--- config.mk ---
export PLATFORM = sky130hd
export DESIGN_NAME = rob_commit
export DESIGN_NICKNAME = d
export VERILOG_FILES = /design/src/rtl/pipTypes.sv /design/src/rtl/rob_alloc_ctl.sv /design/src/rtl/rob_commit.sv
export SDC_FILE = /design/constraint.sdc
export NUM_CORES = 1
export LEC_CHECK = 0
export CAP_MARGIN = 30
export CORE_AREA = 2 2 382 270
export CTS_CLUSTER_DIAMETER = 80
export DETAILED_ROUTE_END_ITERATION = 8
export DIE_AREA = 0 0 384 272
export MAX_ROUTING_LAYER = met4
export PLACE_DENSITY = 0.55
export SLEW_MARGIN = 20
export SYNTH_ARGS = -nofsm -noshare
export SYNTH_HDL_FRONTEND = slang
export SYNTH_SLANG_ARGS = --single-unit
--- constraint.sdc ---
create_clock -name clock -period 8.69 [get_ports clock]
set_input_delay 0.869 -clock clock [delete_from_list [all_inputs] [get_ports clock]]
set_output_delay 0.869 -clock clock [all_outputs]
set_load 0.02 [all_outputs]
--- src/rtl/pipTypes.sv ---
// Shared pipeline types: result entries and reorder-buffer write bundles.
package pipTypes;

  localparam int ROB_IDX_W = 4;

  typedef struct packed {
    logic [31:0] result_lo;
    logic [4:0]  dest_reg;
    logic        dest_reg_valid;
  } rob_entry_t;

  typedef logic [ROB_IDX_W-1:0] rob_idx_t;

  typedef struct packed {
    logic       valid;
    rob_idx_t   idx;
    rob_entry_t data;
  } rob_wr_t;

endpackage

--- src/rtl/rob_alloc_ctl.sv ---
// Reorder-buffer pointer control: head/tail/count, allocation grant
// and the allocated-slot range test for each result write port.
module rob_alloc_ctl
  import pipTypes::*;
#(
  parameter int DW  = ROB_IDX_W,
  parameter int NWR = 2
) (
  input  logic                   clock,
  input  logic                   reset_n,
  input  logic                   flush,
  input  logic                   alloc_req,
  input  logic                   retire,
  input  logic [NWR-1:0][DW-1:0] wr_idx,
  output logic                   alloc_ready,
  output logic                   accept,
  output logic [DW-1:0]          alloc_slot,
  output logic [DW-1:0]          head,
  output logic [DW:0]            count,
  output logic [NWR-1:0]         wr_alloc
);

  localparam logic [DW:0] DEPTH = {1'b1, {DW{1'b0}}};

  logic [DW-1:0] tail;

  assign alloc_ready = (count != DEPTH);
  assign accept      = alloc_req & alloc_ready;
  assign alloc_slot  = tail;

  // Slot is live when its distance from head is below the occupancy.
  for (genvar p = 0; p < NWR; p++) begin : g_alloc
    logic [DW-1:0] off;
    assign off         = wr_idx[p] - head;
    assign wr_alloc[p] = {1'b0, off} < count;
  end

  always_ff @(posedge clock) begin
    if (!reset_n || flush) begin
      head  <= '0;
      tail  <= '0;
      count <= '0;
    end else begin
      head  <= head + DW'(retire);
      tail  <= tail + DW'(accept);
      count <= count + (DW+1)'(accept) - (DW+1)'(retire);
    end
  end

endmodule

--- src/rtl/rob_commit.sv ---
// Reorder buffer: out-of-order result writes, in-order retire
// to the register file through registered write outputs.
module rob_commit
  import pipTypes::*;
#(
  parameter int ROB_DEPTHLOG2 = ROB_IDX_W,
  parameter int NWR           = 2
) (
  input  logic                              clock,
  input  logic                              reset_n,
  input  logic                              flush,
  input  logic                              alloc_req,
  output logic                              alloc_ready,
  output logic [ROB_DEPTHLOG2-1:0]          alloc_slot,
  input  logic [NWR-1:0]                    wr_valid,
  input  logic [NWR-1:0][ROB_DEPTHLOG2-1:0] wr_idx,
  input  rob_entry_t [NWR-1:0]              wr_data,
  output logic                              wr_err,
  output logic                              rf_wr_en,
  output logic [4:0]                        rf_wr_reg,
  output logic [31:0]                       rf_wr_data,
  output logic                              retire_valid,
  output logic [ROB_DEPTHLOG2:0]            count,
  output logic                              empty
);

  localparam int DEPTH = 1 << ROB_DEPTHLOG2;

  rob_entry_t                 entries [DEPTH];
  logic [DEPTH-1:0]           done;
  logic [ROB_DEPTHLOG2-1:0]   head;
  logic                       accept;
  logic                       retire;
  logic [NWR-1:0]             wr_alloc;
  logic [NWR-1:0]             wr_ok;
  rob_entry_t                 head_e;
  rob_wr_t                    wr [NWR];

  for (genvar p = 0; p < NWR; p++) begin : g_wr
    assign wr[p].valid = wr_valid[p];
    assign wr[p].idx   = wr_idx[p];
    assign wr[p].data  = wr_data[p];
  end

  rob_alloc_ctl #(
    .DW  (ROB_DEPTHLOG2),
    .NWR (NWR)
  ) u_ctl (
    .clock       (clock),
    .reset_n     (reset_n),
    .flush       (flush),
    .alloc_req   (alloc_req),
    .retire      (retire),
    .wr_idx      (wr_idx),
    .alloc_ready (alloc_ready),
    .accept      (accept),
    .alloc_slot  (alloc_slot),
    .head        (head),
    .count       (count),
    .wr_alloc    (wr_alloc)
  );

  assign empty  = (count == '0);
  assign head_e = entries[head];
  assign retire = !empty && done[head];
  assign wr_ok  = wr_valid & wr_alloc;

  // Later ports override earlier ones on a same-slot collision.
  always_ff @(posedge clock) begin
    if (reset_n && !flush) begin
      for (int p = 0; p < NWR; p++) begin
        if (wr_ok[p]) entries[wr[p].idx] <= wr[p].data;
      end
    end
  end

  always_ff @(posedge clock) begin
    if (!reset_n) begin
      done         <= '0;
      retire_valid <= 1'b0;
      rf_wr_en     <= 1'b0;
      rf_wr_reg    <= '0;
      rf_wr_data   <= '0;
      wr_err       <= 1'b0;
    end else if (flush) begin
      done         <= '0;
      retire_valid <= 1'b0;
      rf_wr_en     <= 1'b0;
      wr_err       <= 1'b0;
    end else begin
      retire_valid <= retire;
      rf_wr_en     <= retire & head_e.dest_reg_valid;
      if (retire) begin
        rf_wr_reg  <= head_e.dest_reg;
        rf_wr_data <= head_e.result_lo;
        done[head] <= 1'b0;
      end
      if (accept) done[alloc_slot] <= 1'b0;
      // A write landing on the retiring head still takes effect.
      for (int p = 0; p < NWR; p++) begin
        if (wr_ok[p]) done[wr[p].idx] <= 1'b1;
      end
      wr_err <= |(wr_valid & ~wr_alloc);
    end
  end

endmodule

==> summary.md, run 1 <==
| Metric | Value |
|---|---|
| Final setup vio count | 0 |
| I/O Buffers | 140 |
| Ys async rst share | 0% |
| Initial drt markers | 1744 |
| Max Clock Freq | 0.188 GHz |
| Req. time, crit path | 8.97 ns |
| Reg area | 19600 um^2 |
| Core area | 101000 um^2 |
| DRC | 0 |
| Die Area | 104000 um^2 |
| Seq cells post-synth | 677 |
| Die span in x | 384 um |
| Finished Layout Cells | 3564 |
| Area growth syn-to-layout | 15.0% |
| RSZ-0062 raised after global routing | false |
| Crit path cell chain | clkdlybuf4s50_1, inv_1, ha_1, inv_1, fa_1, ha_1, a21boi_0, o21ai_0, a211o_1, nand3_1, o21ai_4, buf_4 |
| Slew Limit Fails | 0 |
| Site row count | 98 |
| Critical Path AT | 5.60 ns |
| Cell Int Power | 5.48 mW |
| Tot Pwr | 7.03 mW |
| Clock Tree Root | clkbuf_16 |
| Worst hold-check path type | register to register |
| Multi-input gate area | 13600 um^2 |
| Clock transition at path regs | 0.06 ns |
| Number of flip-flops in the largest register | 608 |
| Post-layout util | 38.7% |
| Setup bufs post-CTS | 0 |
| Net switching power figure | 1.55 mW |
| Fillers | 9243 |
| Period Utilization, post-route | 61.3% |
| TritonCTS clock tree | done |
| Setup tns final | 0 ns |
| Syn Area/Cell | 16.2 um^2 |
| Worst Skew | 0.0247 ns |
| Avg WL per Cell | 27.7 um |
| Post-Syn Area | 34100 um^2 |
| Cell Pwr Density | 179 nW/um^2 |
| First-pass GRT wire length | 146000 um |
| CTS max path bufs | 3 |
| Vias | 19989 |
| Cell variety after synth | 57 |
| Detailed Route WL | 98700 um |
| Initial antenna violation count | 1 |
| Peak VDD IR | 0.133 mV |
| Crit path launch type | input pin |
| Max-Cap Viols | 0 |
| Inst Count DP | 3429 |
| Final #Nets | 2270 |
| TritonCTS sink count | 677 |
| Fin. Hold Viols | 0 |
| Post-CTS sizing | 0 |
| WHS | 0.531 ns |
| Top post-synthesis cells by area | edfxtp_1 54%, mux2_2 19%, mux4_2 10%, dfxtp_1 4.1%, a22oi_1 2.5% |
| Top FF cell, synth | edfxtp_1 |
| Static Leak | 12.5 nW |
| Net Sw Frac | 22.0% |
| Routability cong. | 0.851 |
| Largest net degree at the start of global routing | 103 |
| Comb pwr share | 5.1% |
| Initial core utilization | 33.7% |
| Sequential Power Share | 50.7% |
| DP HPWL | 55500 um |
| Slowest-stage cell, CP | o21ai_4 |
| Kind of critical path | input pin to register |
| CP max FO | 22 |
| Layout cells sized above 1 | 41.6% |
| Vias per inst | 5.61 |
| Vias in the first global route | 20884 |
| Worst Tran Pin Value | 1.01 ns |
| Congestion Overflow GR | 0 |
| Share of the synthesized area in the top cell type | 53.6% |
| Detail Route Antenna Nets | 0 |
| Syn Inst Count | 2108 |
| Area leader, netlist | edfxtp_1 |
| Crit-path max cell delay | 0.95 ns |
| Final min period | 5.33 ns |
| Syn Nets | 2223 |
| TritonCTS buffer count | 74 |
| Status | finished, final reports clean |
| 1st-pass router iterations | 5 |
| Die Span Y | 272 um |
| Sequential share of the synthesized area | 57.6% |
| Worst Setup End Kind | register |
| Boundary pin count | 141 |
| Synth warn | 0 |
| # H-tree levels | 3 |
| Worst skew pair latency | 0.65 ns |
| Headroom to the max-slew limit | 32.7% |
| Clock network power share | 44.1% |
| Hold-fix buffers at CTS | 0 |
| Gr usage total | 19.4% |
| Number of enable flip-flop cells after synthesis | 608 |
cells in the final DEF (no fill, tap or decap), types with 20 or more instances in the layout:
master             n
edfxtp_1         608
mux2_2           569
mux4_2           153
clkdlybuf4s50_1  139
a22oi_1          112
clkbuf_16         74
dfxtp_1           67
buf_4             51
mux2_1            42
and3_1            40
o21a_1            37
ha_1              22
nor2_1            20
worst paths after layout:
kind	slack (ns)	end	start	cells after the start
setup / recovery	3.36	entries[1][12]	wr_idx[0]	12
hold / removal	0.53	done[6]	done[6]	2
setup reg to reg	3.54	entries[1][12]	u_ctl.head[1]	9
hold reg to reg	0.53	done[6]	done[6]	2
metal layers:
metal / vias up / GRT usage (%) / part of all wire [%] / wire [um]
met5: - / - / 0 / 0
met4: 0 / 5.07 / 2.4 / 2360
met3: 156 / 3.78 / 5.7 / 5650
met2: 630 / 30.5 / 47 / 46800
met1: 10604 / 25.7 / 44 / 43900
li1: 8599 / - / - / -
Yosys cell counts (all sizes together) (19+ instances only):
library cell	number
buf	101
a22oi	112
edfxtp	608
nor2	22
dfxtp	69
mux4	153
and3	40
o21a	37
mux2	611
o21ai	19
ha	22
clkbuf	124
cell families (layout without fill, tap and decap cells):
family                   after synthesis  after routing  synth area share, %
AO/OA/AOI/OAI                        224            224                 4.88
XOR/XNOR                              12             12                0.308
adder cells (fa/ha/maj)               25             25                0.984
buffers and inverters                243            348                 3.05
flip-flops                           677            677                 57.6
multiplexers                         769            769                 30.4
other                                  0              1                    0
AND/OR/NAND/NOR                      158            158                 2.73
power by group through the flow:
stage / registers (mW) / logic [mW] / clock network (mW)
3_5_place_dp: 3.64 / 0.356 / 0
6_report: 3.57 / 0.361 / 3.10
3_3_place_gp: 3.64 / 0.341 / 0
4_1_cts: 3.57 / 0.358 / 3.18
2_1_floorplan: 3.64 / 0.219 / 0
5_1_grt: 3.57 / 0.393 / 3.30
critical path: cells and delay by family:
| kind | cells | cell delay, ns |
|---|---|---|
| adders and majority gates | 3 | 0.95 |
| AOI/OAI and AO/OA | 4 | 1.61 |
| and+or+nand+nor | 1 | 0.47 |
| buffers and inverters | 4 | 1.67 |
layout make-up:
cell class	instances	share of cell area (%)
inverter	18	0.172
timing repair buffer	196	4.71
clock buffer	85	4.83
tap	1350	4.31
antenna	1	0.00638
clock inverter	49	1.10
multi-input combinational	1188	34.8
sequential	677	50.1
stage by stage:
step	area, um^2	setup slack (ns)
floorplan	34100	1.65
global route	39200	3.18
global placement	36800	2.92
finish	39200	3.36
CTS	39200	3.47
detailed placement	36900	2.79
Note: power is estimated with default switching activity, not from simulation.
==> run 2: changes to the inputs <==
clock period = 5.5 ns   (was 8.69 ns; I/O delays follow)
==> run 2 against run 1 <==
Non-clock buffer count is 12 higher; critical path depth decreased by 2; via count rose by 0.18%; highest routed layer unchanged.
==> summary.md, run 2 (same netlist as run 1, synthesis figures left out) <==
| Metric | Value |
|---|---|
| Status | finished, final reports clean |
| Slew Limit Fails | 0 |
| Setup tns final | 0 ns |
| Crit path cell chain | ha_1, inv_1, fa_1, ha_1, a21boi_1, o21ai_2, a211oi_2, or4_2, buf_12, mux2_2 |
| Final worst setup slack | 1.12 ns |
| Max Clock Freq | 0.228 GHz |
| Final #Nets | 2280 |
| First-pass GRT wire length | 150000 um |
| Tot Pwr | 11.0 mW |
| Static Leak | 12.7 nW |
| CP max FO | 24 |
| Kind of critical path | register to register |
| Die Span Y | 272 um |
| CP most frequent cell | ha_1 |
| Boundary pin count | 141 |
| Crit-path max cell delay | 0.73 ns |
| Avg WL per Cell | 28.6 um |
| Sequential Power Share | 51.4% |
| Vias in the first global route | 20952 |
| Initial antenna violation count | 2 |
| DRC | 0 |
| Reg2Reg Setup Slack | 1.12 ns |
| Worst skew pair latency | 0.65 ns |
| Most common cell after layout, fill and taps aside | edfxtp_1 |
| Period Utilization, post-route | 79.7% |
| 1st-pass router iterations | 5 |
| Detailed Route WL | 102000 um |
| Final min period | 4.38 ns |
| Area growth syn-to-layout | 15.9% |
| Congestion Overflow GR | 0 |
| TritonCTS clock tree | done |
| Net switching power figure | 2.38 mW |
| Slowest-stage cell, CP | or4_2 |
| RSZ-0062 raised after global routing | false |
| Worst Setup End Kind | register |
| Dpl ws | 0.666 ns |
| Clock network power share | 43.4% |
| Net Sw Frac | 21.7% |
| Clock transition at path regs | 0.06 ns |
| TritonCTS buffer count | 72 |
| Number of flip-flops in the largest register | 608 |
| Crit path launch type | register |
| Die span in x | 384 um |
| Core area | 101000 um^2 |
| Cell Pwr Density | 277 nW/um^2 |
| Reg area | 19600 um^2 |
| Cell Int Power | 8.58 mW |
| DP HPWL | 57500 um |
| Worst hold-check path type | register to register |
| Finished Layout Cells | 3570 |
| Multi-input gate area | 13600 um^2 |
| Max-Cap Viols | 0 |
| Worst Tran Pin Value | 1.03 ns |
| Layout cells sized above 1 | 41.7% |
| Vias per inst | 5.61 |
| Comb pwr share | 5.2% |
| Critical Path AT | 4.77 ns |
| Site row count | 98 |
| Top delay family on crit path | adder cells |
| Initial drt markers | 1962 |
| WHS | 0.533 ns |
| Req. time, crit path | 5.89 ns |
| Gr usage total | 20.2% |
| Buf/Inv on CP | 2 |
| Vias | 20024 |
| Detail Route Antenna Nets | 0 |
| Clock Tree Root | clkbuf_16 |
| CTS max path bufs | 3 |
| Final setup vio count | 0 |
| Initial core utilization | 33.7% |
| Setup bufs post-CTS | 0 |
| Die Area | 104000 um^2 |
| Post-CTS sizing | 0 |
| Largest net degree at the start of global routing | 60 |
| # H-tree levels | 3 |
| Fillers | 9299 |
| Headroom to the max-slew limit | 31.7% |
| TritonCTS sink count | 677 |
| Routability cong. | 0.812 |
| Peak VDD IR | 0.200 mV |
| Most frequent cells in the layout | 608 x edfxtp_1, 569 x mux2_2, 153 x mux4_2, 139 x clkdlybuf4s50_1, 112 x a22oi_1 |
| Inst Count DP | 3439 |
| Fin. Hold Viols | 0 |
| I/O Buffers | 140 |
| Worst Skew | 0.0133 ns |
| Hold-fix buffers at CTS | 0 |
run 2: changes by cell type in the layout (fill, tap and decap cells not counted), moves of 6 or more:
cell	change
clkinv_1	-6
buf_4	-10
inv_6	-7
clkbuf_1	+7
buf_12	+24
run 2: final timing paths:
kind	from	endpoint	depth (start not counted)
min	done[6]	done[6]	2
min reg2reg	done[6]	done[6]	2
max	u_ctl.head[0]	entries[5][5]	10
max reg2reg	u_ctl.head[0]	entries[5][5]	10
run 2: power by group through the flow:
stage	combinational (mW)	sequential, mW	clock, mW
2_1_floorplan	0.346	5.75	0
3_3_place_gp	0.545	5.74	0
3_5_place_dp	0.565	5.74	0
4_1_cts	0.568	5.63	4.87
5_1_grt	0.624	5.63	5.05
6_report	0.570	5.63	4.75
run 2: area by class of cell:
cell class / instances / area share, %
antenna: 2 / 0.0127
clock buffer: 95 / 4.93
clock inverter: 32 / 0.652
inverter: 18 / 0.171
multi-input combinational: 1188 / 34.5
sequential: 677 / 49.7
tap: 1350 / 4.27
timing repair buffer: 208 / 5.72
run 2: worst reg2reg max path, cell delays in order (launching register included):
cell      delay (ns)
dfxtp_4         0.66
ha_1            0.27
inv_1           0.07
fa_1            0.43
ha_1            0.28
a21boi_1        0.19
o21ai_2         0.09
a211oi_2        0.67
or4_2           0.74
buf_12          0.34
mux2_2          0.40
run 2: per-layer routing:
layer	wire length, um	track usage, %
met5	0	-
met2	48300	31.6
met4	2210	4.97
met3	5730	3.17
met1	45900	27.6
run 2: per-stage QoR:
| step | instance area (um^2) | util, % |
|---|---|---|
| floorplan | 34100 | - |
| global placement | 37200 | 36.8 |
| detailed placement | 37300 | 36.8 |
| CTS | 39500 | 39.0 |
| global route | 39500 | 39.1 |
| finish | 39500 | 39.1 |
==> run 3: changes to the inputs <==
PLACE_DENSITY = 0.56   (was 0.55)
clock period = 3.82 ns   (was 5.5 ns; I/O delays follow)
==> run 3 against run 2 <==
Setup slack worse by 0.92 ns; clock power up 46%; total power increased by 45%; via count increased by 2.2%; die area did not move; first-iteration DRC count is 1.7% higher; sequential power rose by 44%; final cell count is 2.9% higher; hold slack got worse by 0.17 ns; critical endpoint is now entries[3][4].
==> summary.md, run 3 (same netlist as run 1, synthesis figures left out) <==
| Metric | Value |
|---|---|
| Headroom to the max-slew limit | 38.0% |
| Crit-path max cell delay | 0.50 ns |
| TritonCTS clock tree | done |
| Hold-fix buffers at CTS | 0 |
| Max Clock Freq | 0.276 GHz |
| Clock transition at path regs | 0.06 ns |
| Vias per inst | 5.57 |
| Worst Setup End Kind | register |
| Site row count | 98 |
| I/O Buffers | 140 |
| RSZ-0062 raised after global routing | false |
| Initial antenna violation count | 4 |
| Post-CTS sizing | 0 |
| CP max FO | 14 |
| Clock Tree Root | clkbuf_16 |
| DP HPWL | 65000 um |
| Worst Skew | 0.0246 ns |
| 1st-pass router iterations | 6 |
| Final min period | 3.62 ns |
| Post-layout util | 40.7% |
| Setup bufs post-CTS | 0 |
| Most frequent cells in the layout | 608 x edfxtp_1, 569 x mux2_2, 153 x mux4_2, 139 x clkdlybuf4s50_1, 112 x a22oi_1 |
| Fin. Hold Viols | 0 |
| Largest net degree at the start of global routing | 81 |
| Area growth syn-to-layout | 20.6% |
| Number of flip-flops in the largest register | 608 |
| DRC | 0 |
| Final setup vio count | 0 |
| Final Cell Area | 41100 um^2 |
| Die Span Y | 272 um |
| Dpl ws | -0.319 ns |
| Final worst setup slack | 0.202 ns |
| Worst skew pair latency | 0.68 ns |
| Boundary pin count | 141 |
| Req. time, crit path | 4.23 ns |
| CTS max path bufs | 3 |
| Core area | 101000 um^2 |
| Final #Nets | 2379 |
| Static Leak | 13.5 nW |
| Crit path cell chain | ha_1, inv_1, fa_1, ha_1, a21boi_1, o21ai_2, a211oi_2, buf_4, nor4_2, buf_4, buf_12, mux2_2 |
| # H-tree levels | 3 |
| Detailed Route WL | 104000 um |
| Vias in the first global route | 21460 |
| WHS | 0.365 ns |
| Slowest-stage cell, CP | nor4_2 |
| Inst Count DP | 3540 |
| Die span in x | 384 um |
| Slew Limit Fails | 0 |
| Critical Path AT | 4.02 ns |
| TritonCTS buffer count | 72 |
| Cell Area, Placed | 38900 um^2 |
| Most common cell after layout, fill and taps aside | edfxtp_1 |
| First-pass GRT wire length | 154000 um |
| Vias | 20470 |
| Status | finished, final reports clean |
| Worst Tran Pin Value | 0.931 ns |
| Worst hold-check path type | input pin to register |
| Tot Pwr | 15.9 mW |
| Die Area | 104000 um^2 |
| Peak VDD IR | 0.296 mV |
| Gr usage total | 20.7% |
| TritonCTS sink count | 677 |
| Layout cells sized above 1 | 44.8% |
| Fillers | 9102 |
| Initial drt markers | 1995 |
| Kind of critical path | register to register |
| Initial core utilization | 33.7% |
| Routability cong. | 0.874 |
| Cell Pwr Density | 387 nW/um^2 |
| Crit path launch type | register |
| Avg WL per Cell | 28.4 um |
| Detail Route Antenna Nets | 0 |
| Period Utilization, post-route | 94.7% |
| Max-Cap Viols | 0 |
| Setup tns final | 0 ns |
| Finished Layout Cells | 3675 |
| Congestion Overflow GR | 0 |
[run 3: cell count changes in the layout (fill, tap and decap cells not counted), moves of 3 or more]
cell	previous run	this run
inv_6	1	6
buf_12	25	91
clkbuf_1	18	21
buf_4	41	76
clkinv_1	12	6
[run 3: critical path, delay by kind of cell (launching register included)]
family | cells | cell delay [ns]
adder cells (fa/ha/maj) | 3 | 0.90
flip-flops | 1 | 0.45
multiplexers | 1 | 0.35
AO/OA/AOI/OAI | 3 | 0.45
buffers and inverters | 4 | 0.68
AND/OR/NAND/NOR | 1 | 0.50
[run 3: path summary, 6_finish.rpt]
check | startpoint | endpoint | slack [ns] | cells past startpoint
max | u_ctl.head[0] | entries[3][4] | 0.20 | 12
min | wr_valid[0] | wr_err | 0.37 | 3
max reg2reg | u_ctl.head[0] | entries[3][4] | 0.20 | 12
min reg2reg | done[11] | done[11] | 0.55 | 2
[run 3: cell type report]
cell class              instances  area, um^2  area share [%]
diodes                          2        5.00          0.0122
clock buffers                  99        1960            4.77
clock inverters                34         289           0.703
inverters                      18        71.3           0.173
multi-input cells            1188       13700            33.2
flip-flops and latches        677       19600            47.8
well taps                    1350        1690            4.11
repair buffers                307        3790            9.21
[run 3: where the power goes]
part	switching (mW)	internal, mW
clock network	3.10	3.84
registers	0.0134	8.10
logic	0.451	0.421
[run 3: layer usage]
layer	up-vias	global-route usage, %	share of wire, %
met5	-	-	0
met4	0	4.52	1.8
met3	136	3.23	5.6
met2	685	32.3	47
met1	10837	28.4	45
li1	8812	-	-
